$ cat src/rtl/aes_pkg.sv
// Shared AES datapath definitions.
// Holds the block geometry and the ShiftRows / InvShiftRows byte-index
// tables so the encryption and decryption stages use one definition, plus
// the occupancy encoding of the inverse-ShiftRows output queue.
//
// Byte layout: byte k = row + 4*col. Byte 0 is the most significant byte of
// a 128-bit vector, i.e. the leftmost byte of a FIPS-197 hex string.
package aes_pkg;

  localparam int unsigned AES_BLOCK_W = 128;
  localparam int unsigned AES_NB      = 4;
  localparam int unsigned AES_BYTES   = AES_NB * AES_NB;

  // Encryption: out byte k takes in byte SHIFT_IDX[k] (row r rotates left r).
  localparam int unsigned SHIFT_IDX [AES_BYTES] = '{
    0, 5, 10, 15, 4, 9, 14, 3, 8, 13, 2, 7, 12, 1, 6, 11
  };

  // Decryption: out byte k takes in byte INV_SHIFT_IDX[k] (row r rotates right r).
  localparam int unsigned INV_SHIFT_IDX [AES_BYTES] = '{
    0, 13, 10, 7, 4, 1, 14, 11, 8, 5, 2, 15, 12, 9, 6, 3
  };

  // Occupancy of the 2-entry output queue.
  typedef enum logic [1:0] {
    OCC_EMPTY = 2'd0,
    OCC_ONE   = 2'd1,
    OCC_FULL  = 2'd2
  } occ_state_e;

endpackage

$ cat src/rtl/inv_shift_rows_perm.sv
// Combinational InvShiftRows byte permutation.
// Ports:
//   state_i  AES state in  (byte 0 = most significant byte)
//   state_o  AES state with row r rotated right by r
module inv_shift_rows_perm
  import aes_pkg::*;
(
  input  logic [AES_BLOCK_W-1:0] state_i,
  output logic [AES_BLOCK_W-1:0] state_o
);

  for (genvar k = 0; k < AES_BYTES; k++) begin : g_byte
    localparam int unsigned SRC = INV_SHIFT_IDX[k];
    // Byte k occupies the k-th byte counting down from the MSB.
    assign state_o[AES_BLOCK_W-1-8*k -: 8] = state_i[AES_BLOCK_W-1-8*SRC -: 8];
  end

endmodule

$ cat src/rtl/inv_shift_rows.sv
// Inverse ShiftRows stage with a 2-entry output queue.
// Ports:
//   clk, reset           clock; asynchronous active-low reset
//   in_valid/in_ready    input handshake, Data is the 128-bit state
//   out_valid/out_ready  output handshake, Shifted_Data is the queue head
//   done                 high the cycle after each accepted input
//   blk_count            number of output transfers, wraps modulo 2^COUNT_W
//   occ_state            queue occupancy (debug visibility)
//
// Handshake: a transfer happens on a rising edge where valid && ready are
// both high. in_ready and out_valid are decoded from the registered
// occupancy only, so neither has a combinational path from the other side.
module inv_shift_rows
  import aes_pkg::*;
#(
  parameter int unsigned COUNT_W = 16
) (
  input  logic                   clk,
  input  logic                   reset,
  input  logic                   in_valid,
  output logic                   in_ready,
  input  logic [AES_BLOCK_W-1:0] Data,
  output logic                   out_valid,
  input  logic                   out_ready,
  output logic [AES_BLOCK_W-1:0] Shifted_Data,
  output logic                   done,
  output logic [COUNT_W-1:0]     blk_count,
  output occ_state_e             occ_state
);

  occ_state_e               state_q, state_d;
  logic [AES_BLOCK_W-1:0]   head_q, head_d;
  logic [AES_BLOCK_W-1:0]   tail_q, tail_d;
  logic                     done_q;
  logic [COUNT_W-1:0]       cnt_q, cnt_d;
  logic [AES_BLOCK_W-1:0]   perm_data;
  logic                     push, pop;

  inv_shift_rows_perm u_perm (
    .state_i (Data),
    .state_o (perm_data)
  );

  assign in_ready  = (state_q != OCC_FULL);
  assign out_valid = (state_q != OCC_EMPTY);
  assign push      = in_valid && in_ready;
  assign pop       = out_valid && out_ready;

  // head_q is always the oldest entry; tail_q is only meaningful when FULL.
  // On pop to EMPTY head_q is left untouched so the output keeps the last value.
  always_comb begin
    state_d = state_q;
    head_d  = head_q;
    tail_d  = tail_q;
    case (state_q)
      OCC_EMPTY: begin
        if (push) begin
          head_d  = perm_data;
          state_d = OCC_ONE;
        end
      end
      OCC_ONE: begin
        if (push && pop) begin
          head_d = perm_data;
        end else if (push) begin
          tail_d  = perm_data;
          state_d = OCC_FULL;
        end else if (pop) begin
          state_d = OCC_EMPTY;
        end
      end
      OCC_FULL: begin
        if (pop) begin
          head_d  = tail_q;
          state_d = OCC_ONE;
        end
      end
      default: state_d = OCC_EMPTY;
    endcase
  end

  assign cnt_d = pop ? cnt_q + COUNT_W'(1) : cnt_q;

  always_ff @(posedge clk or negedge reset) begin
    if (!reset) begin
      state_q <= OCC_EMPTY;
      head_q  <= '0;
      tail_q  <= '0;
      done_q  <= 1'b0;
      cnt_q   <= '0;
    end else begin
      state_q <= state_d;
      head_q  <= head_d;
      tail_q  <= tail_d;
      done_q  <= push;
      cnt_q   <= cnt_d;
    end
  end

  assign Shifted_Data = head_q;
  assign done         = done_q;
  assign blk_count    = cnt_q;
  assign occ_state    = state_q;

endmodule
$ cat config.mk
export PLATFORM = sky130hd
export DESIGN_NAME = inv_shift_rows
export DESIGN_NICKNAME = d
export VERILOG_FILES = /design/src/rtl/aes_pkg.sv /design/src/rtl/inv_shift_rows_perm.sv /design/src/rtl/inv_shift_rows.sv
export SDC_FILE = /design/constraint.sdc
export NUM_CORES = 1
export LEC_CHECK = 0
export ABC_AREA = 1
export CORE_ASPECT_RATIO = 1.2
export CORE_MARGIN = 1
export CORE_UTILIZATION = 44
export DETAILED_ROUTE_END_ITERATION = 8
export PLACE_DENSITY = 0.72
export SLEW_MARGIN = 20
export SYNTH_ARGS = -nofsm -noshare
export SYNTH_HDL_FRONTEND = slang
export SYNTH_SLANG_ARGS = --single-unit
export TNS_END_PERCENT = 5
$ cat constraint.sdc
create_clock -name clk -period 2.1 [get_ports clk]
set_clock_uncertainty 0.1 [all_clocks]
set_input_delay 0.525 -clock clk [delete_from_list [all_inputs] [get_ports clk]]
set_output_delay 0.525 -clock clk [all_outputs]
set_load 0.01 [all_outputs]
Word level (Yosys, flattened, before mapping):

Index checks and enable logic that the tools add are counted.

* flip-flop bits (word level): 275
* input bits: 132
* output and inout bits: 149
* logic and storage cells: 34

* $add $sub $neg: 1
* equality and inequality tests: 8
* multiplexer cells: 10
* bitwise gates (word level): 1
* reductions and logical operators: 9

Operator list (number)
* 128-bit two-way mux: 3
* 128-bit one-hot mux with 3 select lines: 1
* 16-bit by 1-bit adder with 16-bit output (second input constant): 1
* 2-bit two-way mux: 5
* 2-bit inequality test (second input constant): 5
* 4-bit AND reduction: 2
* 2-bit one-hot mux with 3 select lines: 1
* 1-bit logical AND: 3
* 3-bit inequality test (second input constant): 1
* 3-bit AND reduction: 1
* 3-bit nonzero test: 1
* 2-bit by 1-bit equality test with 1-bit output (second input constant): 1
* 2-bit equality test (second input constant): 1
* 2-bit zero test: 1
* 2-bit nonzero test: 1
* 1-bit NOT: 1

Longest topological paths before layout:

Gate-level depths: netlist (run 1).

* depth after elaboration: 6
* gate-level depth with buffers: 11
* depth with buffers taken out: 8

Cells and area by module:

Synthesis (run 1) repeated with hierarchy kept, for this count alone.

* cell total of the unflattened synthesis: 1641
* area total of the unflattened synthesis: 13265.2 um^2

Modules (own cells, without submodules)
* inv_shift_rows: instances 1, cells each 1513, area each 12304.3 um^2, sequential area each 6881.6 um^2
* inv_shift_rows_perm: instances 1, cells each 128, area each 960.9 um^2, sequential area each 0.0 um^2

Worst setup path after synthesis (run 1):

OpenSTA, ideal clock, no wires.

* kind: register to output
* start point: register state_q[0] (netlist: occ_state[0])
* end point: output port in_ready
* arrival: 1.183 ns
* data required time: 1.475 ns
* slack: 0.292 ns
* cell stages (with the launch flop): 5
* buffers on the path: 2
* cell sequence: dfrtp_1 inv_2 nand2_2 clkbuf_1 clkbuf_1

* word-level cells in the longest chain between the ends: 1

RTL lines
* start: declaration: line inv_shift_rows.sv:31 `occ_state_e state_q, state_d;`
* start signal: assignment: line inv_shift_rows.sv:92 `state_q <= state_d;`
* 2-bit inequality test: line inv_shift_rows.sv:44 `assign in_ready = (state_q != OCC_FULL);`
* end: declaration: line inv_shift_rows.sv:21 `output logic in_ready,`

No other way between the ends.

Final worst setup path (run 1):

* start point: register head_q[118] (netlist: Shifted_Data[118])
* end point: output port Shifted_Data[118]

RTL lines
* start: declaration: line inv_shift_rows.sv:32 `logic [AES_BLOCK_W-1:0] head_q, head_d;`
* start signal: assignment: line inv_shift_rows.sv:87 `head_q <= '0;`
* start signal: assignment: line inv_shift_rows.sv:93 `head_q <= head_d;`
* end: declaration: line inv_shift_rows.sv:25 `output logic [AES_BLOCK_W-1:0] Shifted_Data,`

No word-level cell between the ends.

==> results of run 1 <==
==> cells by family after synthesis <==
family,after synthesis
DFF,275
buffers and inverters,229
adders and majority gates,1
AOI/OAI and AO/OA,259
and+or+nand+nor,725
xor gates and xnor gates,9
==> metal layers <==
metal  wire length (microns)  track usage
met5                       0            0
met1                   13200        0.289
met2                   15200        0.392
met3                    2060       0.0458
met4                    1340       0.0982
==> per-stage QoR <==
step	hold WS [ns]	worst slack, ns	setup TNS [ns]	area, sq um
3_3_place_gp	0.361	-0.0256	-0.586	15400
6_report	0.372	0.0314	0	16500
3_5_place_dp	0.364	-0.0808	-6.26	15400
4_1_cts	0.376	-0.0413	-0.0413	16400
2_1_floorplan	0.129	0.292	0	12000
5_1_grt	0.399	0.000749	0	16500
==> flip-flops by register name, summed over array words and instances (netlist names) <==
name and cells:
Shifted_Data 128, done 1, tail_q 128, occ_state 2
blk_count 16
==> power by group through the flow <==
stage | sequential, mW | combinational, mW | clock [mW]
floorplan | 9.54 | 4.33 | 0
global placement | 9.21 | 9.33 | 0
detailed placement | 9.27 | 9.61 | 0
CTS | 9.22 | 9.09 | 5.57
global route | 9.49 | 10.0 | 5.77
finish | 9.21 | 8.89 | 5.45
==> worst min-delay path: cells and delay by family, from the launching register on <==
kind / cells / cell delay, ns
DFF: 1 / 0.33
and+or+nand+nor: 2 / 0.10
==> final cells by class <==
| cell class | instances | share of cell area |
|---|---|---|
| Sequential cell | 275 | 0.418 |
| Multi-Input combinational cell | 994 | 0.255 |
| Timing Repair Buffer | 327 | 0.206 |
| Clock buffer | 41 | 0.0523 |
| Inverter | 145 | 0.0332 |
| Tap cell | 335 | 0.0254 |
| Clock inverter | 12 | 0.0103 |
| Antenna cell | 1 | 0.000152 |
==> Yosys cell counts, types with 5 or more instances <==
cell / instances / area share
nand3_1: 11 / 0.0046
dfrtp_1: 275 / 0.57
inv_1: 143 / 0.045
nor2_1: 48 / 0.015
buf_2: 23 / 0.0096
nand2_1: 657 / 0.21
buf_6: 14 / 0.013
a21oi_1: 29 / 0.012
nand4_1: 5 / 0.0026
clkbuf_1: 44 / 0.014
o21ai_0: 228 / 0.095
xor2_1: 6 / 0.0044
==> worst max path at each step <==
stage,endpoint,slack [ns],depth (start not counted)
global placement,tail_q[40],-0.03,6
global route,Shifted_Data[6],0.0007,1
CTS,out_valid,-0.04,3
floorplan,in_ready,0.29,4
detailed placement,tail_q[125],-0.08,6
finish,Shifted_Data[118],0.03,1
==> repair_timing <==
action / CTS / global route
hold endpoints to repair: 40 / 0
resized for setup: 105 / 44
hold buffers: 1 / 0
gates cloned: 0 / 0
pin swaps: 0 / 0
setup endpoints to repair: 100 / 41
setup buffers: 1 / 1
==> cells in the final DEF, fill, tap and decap left out, drive strengths merged <==
cell           netlist  layout
o21ai              229     229
clkbuf              44      42
dlygate4sd2          0      97
a21oi               30      30
nor2                49      49
dlymetal6s2s         0      38
nor3                 1       1
dlygate4sd3          0       1
inv                145     146
diode                0       1
nand3               11      11
nand4                5       5
bufinv               0       4
buf                 40      47
clkdlybuf4s50        0     141
clkinv               0       6
xnor2                3       3
clkinvlp             0       1
nand3b               1       1
xor2                 6       6
nand2              658     658
dfrtp              275     275
clkdlybuf4s15        0       2
ha                   1       1
==> impl_metrics.ini, run 1 <==
[power_and_ir_drop]
intPower_mw = 15.0
clockPowerShare = 0.231
leakagePower_nw = 8.90
seq_power_share = 0.391
pwr-share-comb = 0.378
p_switching_mw = 8.51
swShare = 0.361
pwr_density_cell_nw_per_um2 = 1430
power_mw = 23.6
ir_drop_uv = 715

[job]
cap_violations = 0

[cts]
clkTransAtPathRegs_ns = 0.06
clk_latency_ns = 0.55
h-tree-depth = 1
cts_tree = yes
cts-root-buf = clkbuf_16
cts-buffers-inserted = 29
ctsLongestPathBuffers = 3
cts.sinks = 275

[synth]
synthMuxAreaShare = 0
synth_area_per_cell_sq_um = 8.03
synthesis.nets = 1631
yosys_register_bits = 275
synth_ff_type = dfrtp_1
synthAdderAreaFrac = 0.00104
synth_compound_area_frac = 0.108
syn_area_sq_um = 12000
netlist_instances = 1498
synth-simple-area-share = 0.229
synth_edf_count = 0
async_flop_share = 1.00
ys_seq_area_frac = 0.572
synth_cell_types = 23
synth_xor_area_frac = 0.00655
synth_top_family_by_area = simple AND/OR/NAND/NOR gates
yosys_warnings = 0

[drt]
post_drt_via_cell_ratio = 4.89
post-route-drc-count = 0
drt-total-wl_microns = 31700
vias = 10400
firstDrtPassIters = 5
avgRoutedWirePerCell_microns = 14.9
ant_nets = 0
drtIter0Drc = 528

[placed_design]
place_congestion = 0.834
dp_hpwl_microns = 21400
dp.cells = 2073
portBuffers = 280

[global_route]
first_global_vias = 10400
grt_pass1_wl_microns = 52200
antenna_found_initial = 1
grt-ovfl-total = 0
grt_max_degree = 200
grt_usage = 0.231

[worst_setup_path]
rrSetupSlack_ns = 0.18
cp_max_fo = 2
worst_path_largest_cell_delay_ns = 0.55
crit_buf_inv = 1
r2r-start = occ_state[0]
worstRegToRegCells = 7
critPathLaunchType = register
critPathTopFamily = buffers and inverters
critPathLaunch = Shifted_Data[118]
path_cells = clkdlybuf4s50_1
required_ns = 1.47
worst_setup_path_end_kind = primary output
crit_path_top_delay_cell = clkdlybuf4s50_1
worstSetupPathType = reg2out
r2r_end = Shifted_Data[83]
crit_arrival_ns = 1.44

[cells_and_area]
area_growth_pct = 37.0
nets = 1905
regArea_sq_um = 6890
final_util = 0.619
multi_input_area_sq_um = 4190
finalNonFillerCells = 2130
nFillCells = 2332
drive_gt1_frac = 0.0613

[worst_hold_path]
min_to = Shifted_Data[37]
hold_depth = 2
worst_hold_path_type = reg2reg
min_from = Shifted_Data[37]

[floorplan]
dieWidth_microns = 153
placementRows = 65
dieArea_sq_um = 28000
core_area_sq_um = 26600
die_h_microns = 183
start_util = 0.452
ios = 281

[sta]
period_needed_ns = 2.07
slew-limit-headroom = 0.478
finalCritPeriodShare = 0.985
rsz0062_at_grt = false
slew_viol_final = 0
finalHoldViolCount = 0
finalSetupViolations = 0
worst_slew_pin_slew_ns = 0.783
fmax_ghz = 0.483

[run_status]
status = completed
Note: power is estimated with default switching activity, not from simulation.
==> inputs of run 2 (changes only) <==
==> constraint.sdc (replaced) <==
create_clock -name clk -period 2.4 [get_ports clk]
set_clock_uncertainty 0.1 [all_clocks]
set_input_delay 0.6 -clock clk [delete_from_list [all_inputs] [get_ports clk]]
set_output_delay 0.6 -clock clk [all_outputs]
set_load 0.01 [all_outputs]
==> run 2 against run 1 <==
Against the previous run: sequential power down 12%; total power fell by 12%; global-route usage shrank 0.95 points; final area decreased by 1.1%; non-clock buffer count is 15 lower; first-iteration DRC count rose by 12%; sequential cell count unchanged; setup slack better by 0.049 ns; combinational power decreased by 9.3%; sequential share of layout area rose by 0.44 points; highest routed layer unchanged.
==> impl_metrics.ini, run 2 (same netlist as run 1, synthesis figures left out) <==
[run_status]
status = completed

[sta]
slew-limit-headroom = 0.373
finalHoldViolCount = 0
holdWs_ns = 0.376
finalCritPeriodShare = 0.967
slew_viol_final = 0
tns_ns = 0
worst_slew_pin_slew_ns = 0.940
fmax_ghz = 0.431
rsz0062_at_grt = false
finalSetupViolations = 0
period_needed_ns = 2.32

[worst_setup_path]
r2r_end = Shifted_Data[74]
worstSetupPathType = reg2out
worst_setup_path_end_kind = primary output
crit_arrival_ns = 1.62
worst_path_largest_cell_delay_ns = 0.64
rrSetupSlack_ns = 0.37
r2r-start = occ_state[0]
required_ns = 1.70
critPathTopFamily = buffers and inverters
path_cells = clkdlybuf4s50_1
critPathLaunchType = register
cp_max_fo = 6
crit_buf_inv = 1
worstRegToRegCells = 7
crit_path_top_delay_cell = clkdlybuf4s50_1

[placed_design]
dp_hpwl_microns = 20600
placed_cell_area_sq_um = 15300
place_congestion = 0.831
portBuffers = 280

[floorplan]
ios = 281
dieWidth_microns = 153
start_util = 0.452
die_h_microns = 183
placementRows = 65
core_area_sq_um = 26600
dieArea_sq_um = 28000

[worst_hold_path]
min_to = Shifted_Data[122]
worst_hold_path_type = reg2reg
min_from = Shifted_Data[122]
hold_depth = 2

[cts]
cts_tree = yes
clk_latency_ns = 0.54
postCtsSetupBuffers = 0
clkTransAtPathRegs_ns = 0.06
ctsLongestPathBuffers = 3
cts-buffers-inserted = 29
h-tree-depth = 1
cts-root-buf = clkbuf_16
cts.sinks = 275

[drt]
avgRoutedWirePerCell_microns = 14.5
post-route-drc-count = 0
ant_nets = 0
firstDrtPassIters = 6
drt-total-wl_microns = 30600
vias = 10400
drtIter0Drc = 591
post_drt_via_cell_ratio = 4.91

[cells_and_area]
fin_area_sq_um = 16300
layout_commonest_cell = nand2_1
area_growth_pct = 35.5
multi_input_area_sq_um = 4180
regArea_sq_um = 6880
nFillCells = 2308
nets = 1890
layout_common_cells = nand2_1 (657), clkdlybuf4s50_1 (277), dfrtp_1 (274), o21ai_0 (228), inv_1 (143)
drive_gt1_frac = 0.0495
antenna_cells = 0

[power_and_ir_drop]
power_mw = 20.8
swShare = 0.352
pwr-share-comb = 0.388
p_switching_mw = 7.32
seq_power_share = 0.389
leakagePower_nw = 8.10
pwr_density_cell_nw_per_um2 = 1270
intPower_mw = 13.5
clockPowerShare = 0.223
ir_drop_uv = 671

[global_route]
grt-ovfl-total = 0
grt_pass1_wl_microns = 50600
first_global_vias = 10100
grt_max_degree = 200
antenna_found_initial = 0
grt_usage = 0.222

[job]
cap_violations = 0
[run 2: cell types whose count changed in the layout (fill, tap and decap cells not counted), sizes merged, moves of 2 or more]
cell / before / now
buf: 47 / 32
clkbuf: 42 / 39
clkdlybuf4s15: 2 / 0
clkdlybuf4s50: 141 / 277
dlygate4sd2: 97 / 2
dlymetal6s2s: 38 / 0
[run 2: layout make-up]
type	count	area share
clock inverters	12	0.0104
repair buffers	312	0.201
multi-input cells	994	0.257
clock buffers	39	0.0505
flip-flops and latches	275	0.422
inverters	145	0.0335
well taps	335	0.0257
[run 2: through the flow]
step | instances | util | worst slack [ns]
finish | 2112 | 0.613 | 0.0802
global route | 2112 | 0.613 | 0.0345
CTS | 2112 | 0.613 | 0.0702
detailed placement | 2060 | 0.575 | 0.107
global placement | 2060 | 0.575 | 0.173
floorplan | 1498 | - | 0.517
[run 2: how the worst max path moves through the flow]
stage / startpoint / to / slack [ns] / cells after the start
after detailed placement: out_ready / Shifted_Data[100] / 0.11 / 9
after global routing: occ_state[0] / occ_state[0] / 0.03 / 1
after CTS: occ_state[0] / occ_state[0] / 0.07 / 1
after global placement: out_ready / Shifted_Data[89] / 0.17 / 9
final: occ_state[0] / occ_state[0] / 0.08 / 1
after floorplan: occ_state[0] / in_ready / 0.52 / 4
[run 2: power by group through the flow]
stage	sequential (mW)	combinational (mW)	clock, mW
2_1_floorplan	8.35	3.79	0
3_3_place_gp	8.07	7.92	0
3_5_place_dp	8.11	8.15	0
4_1_cts	8.09	8.17	4.73
5_1_grt	8.34	9.01	4.92
6_report	8.09	8.06	4.63
[run 2: worst min-delay path, cell delays in order, from the launching register on]
cell and delay (ns):
dfrtp_1 0.34, nand2_1 0.05, nand2_1 0.05
[run 2: layer usage]
metal / global-route usage / wire (microns) / part of all wire / vias up
met4: 0.0893 / 1090 / 0.036 / 0
met5: 0 / 0 / 0 / -
met3: 0.0470 / 2100 / 0.069 / 63
met2: 0.363 / 14500 / 0.47 / 323
li1: - / - / - / 5123
met1: 0.289 / 12900 / 0.42 / 4856
[run 2: what timing repair did]
item / CTS / global route
endpoints found under the setup margin: 3 / 0
resized for setup: 4 / 0
endpoints found under the hold margin: 39 / 0
hold buffers: 1 / 0
==> inputs of run 3 (changes only) <==
--- a/config.mk
+++ b/config.mk
@@ -6,6 +6,7 @@
 export NUM_CORES = 1
 export LEC_CHECK = 0
 export ABC_AREA = 1
+export CAP_MARGIN = 20
 export CORE_ASPECT_RATIO = 1.2
 export CORE_MARGIN = 1
 export CORE_UTILIZATION = 44
==> results of run 3 <==
Same layout as run 2: the final DEF is identical, and so are final timing and power.
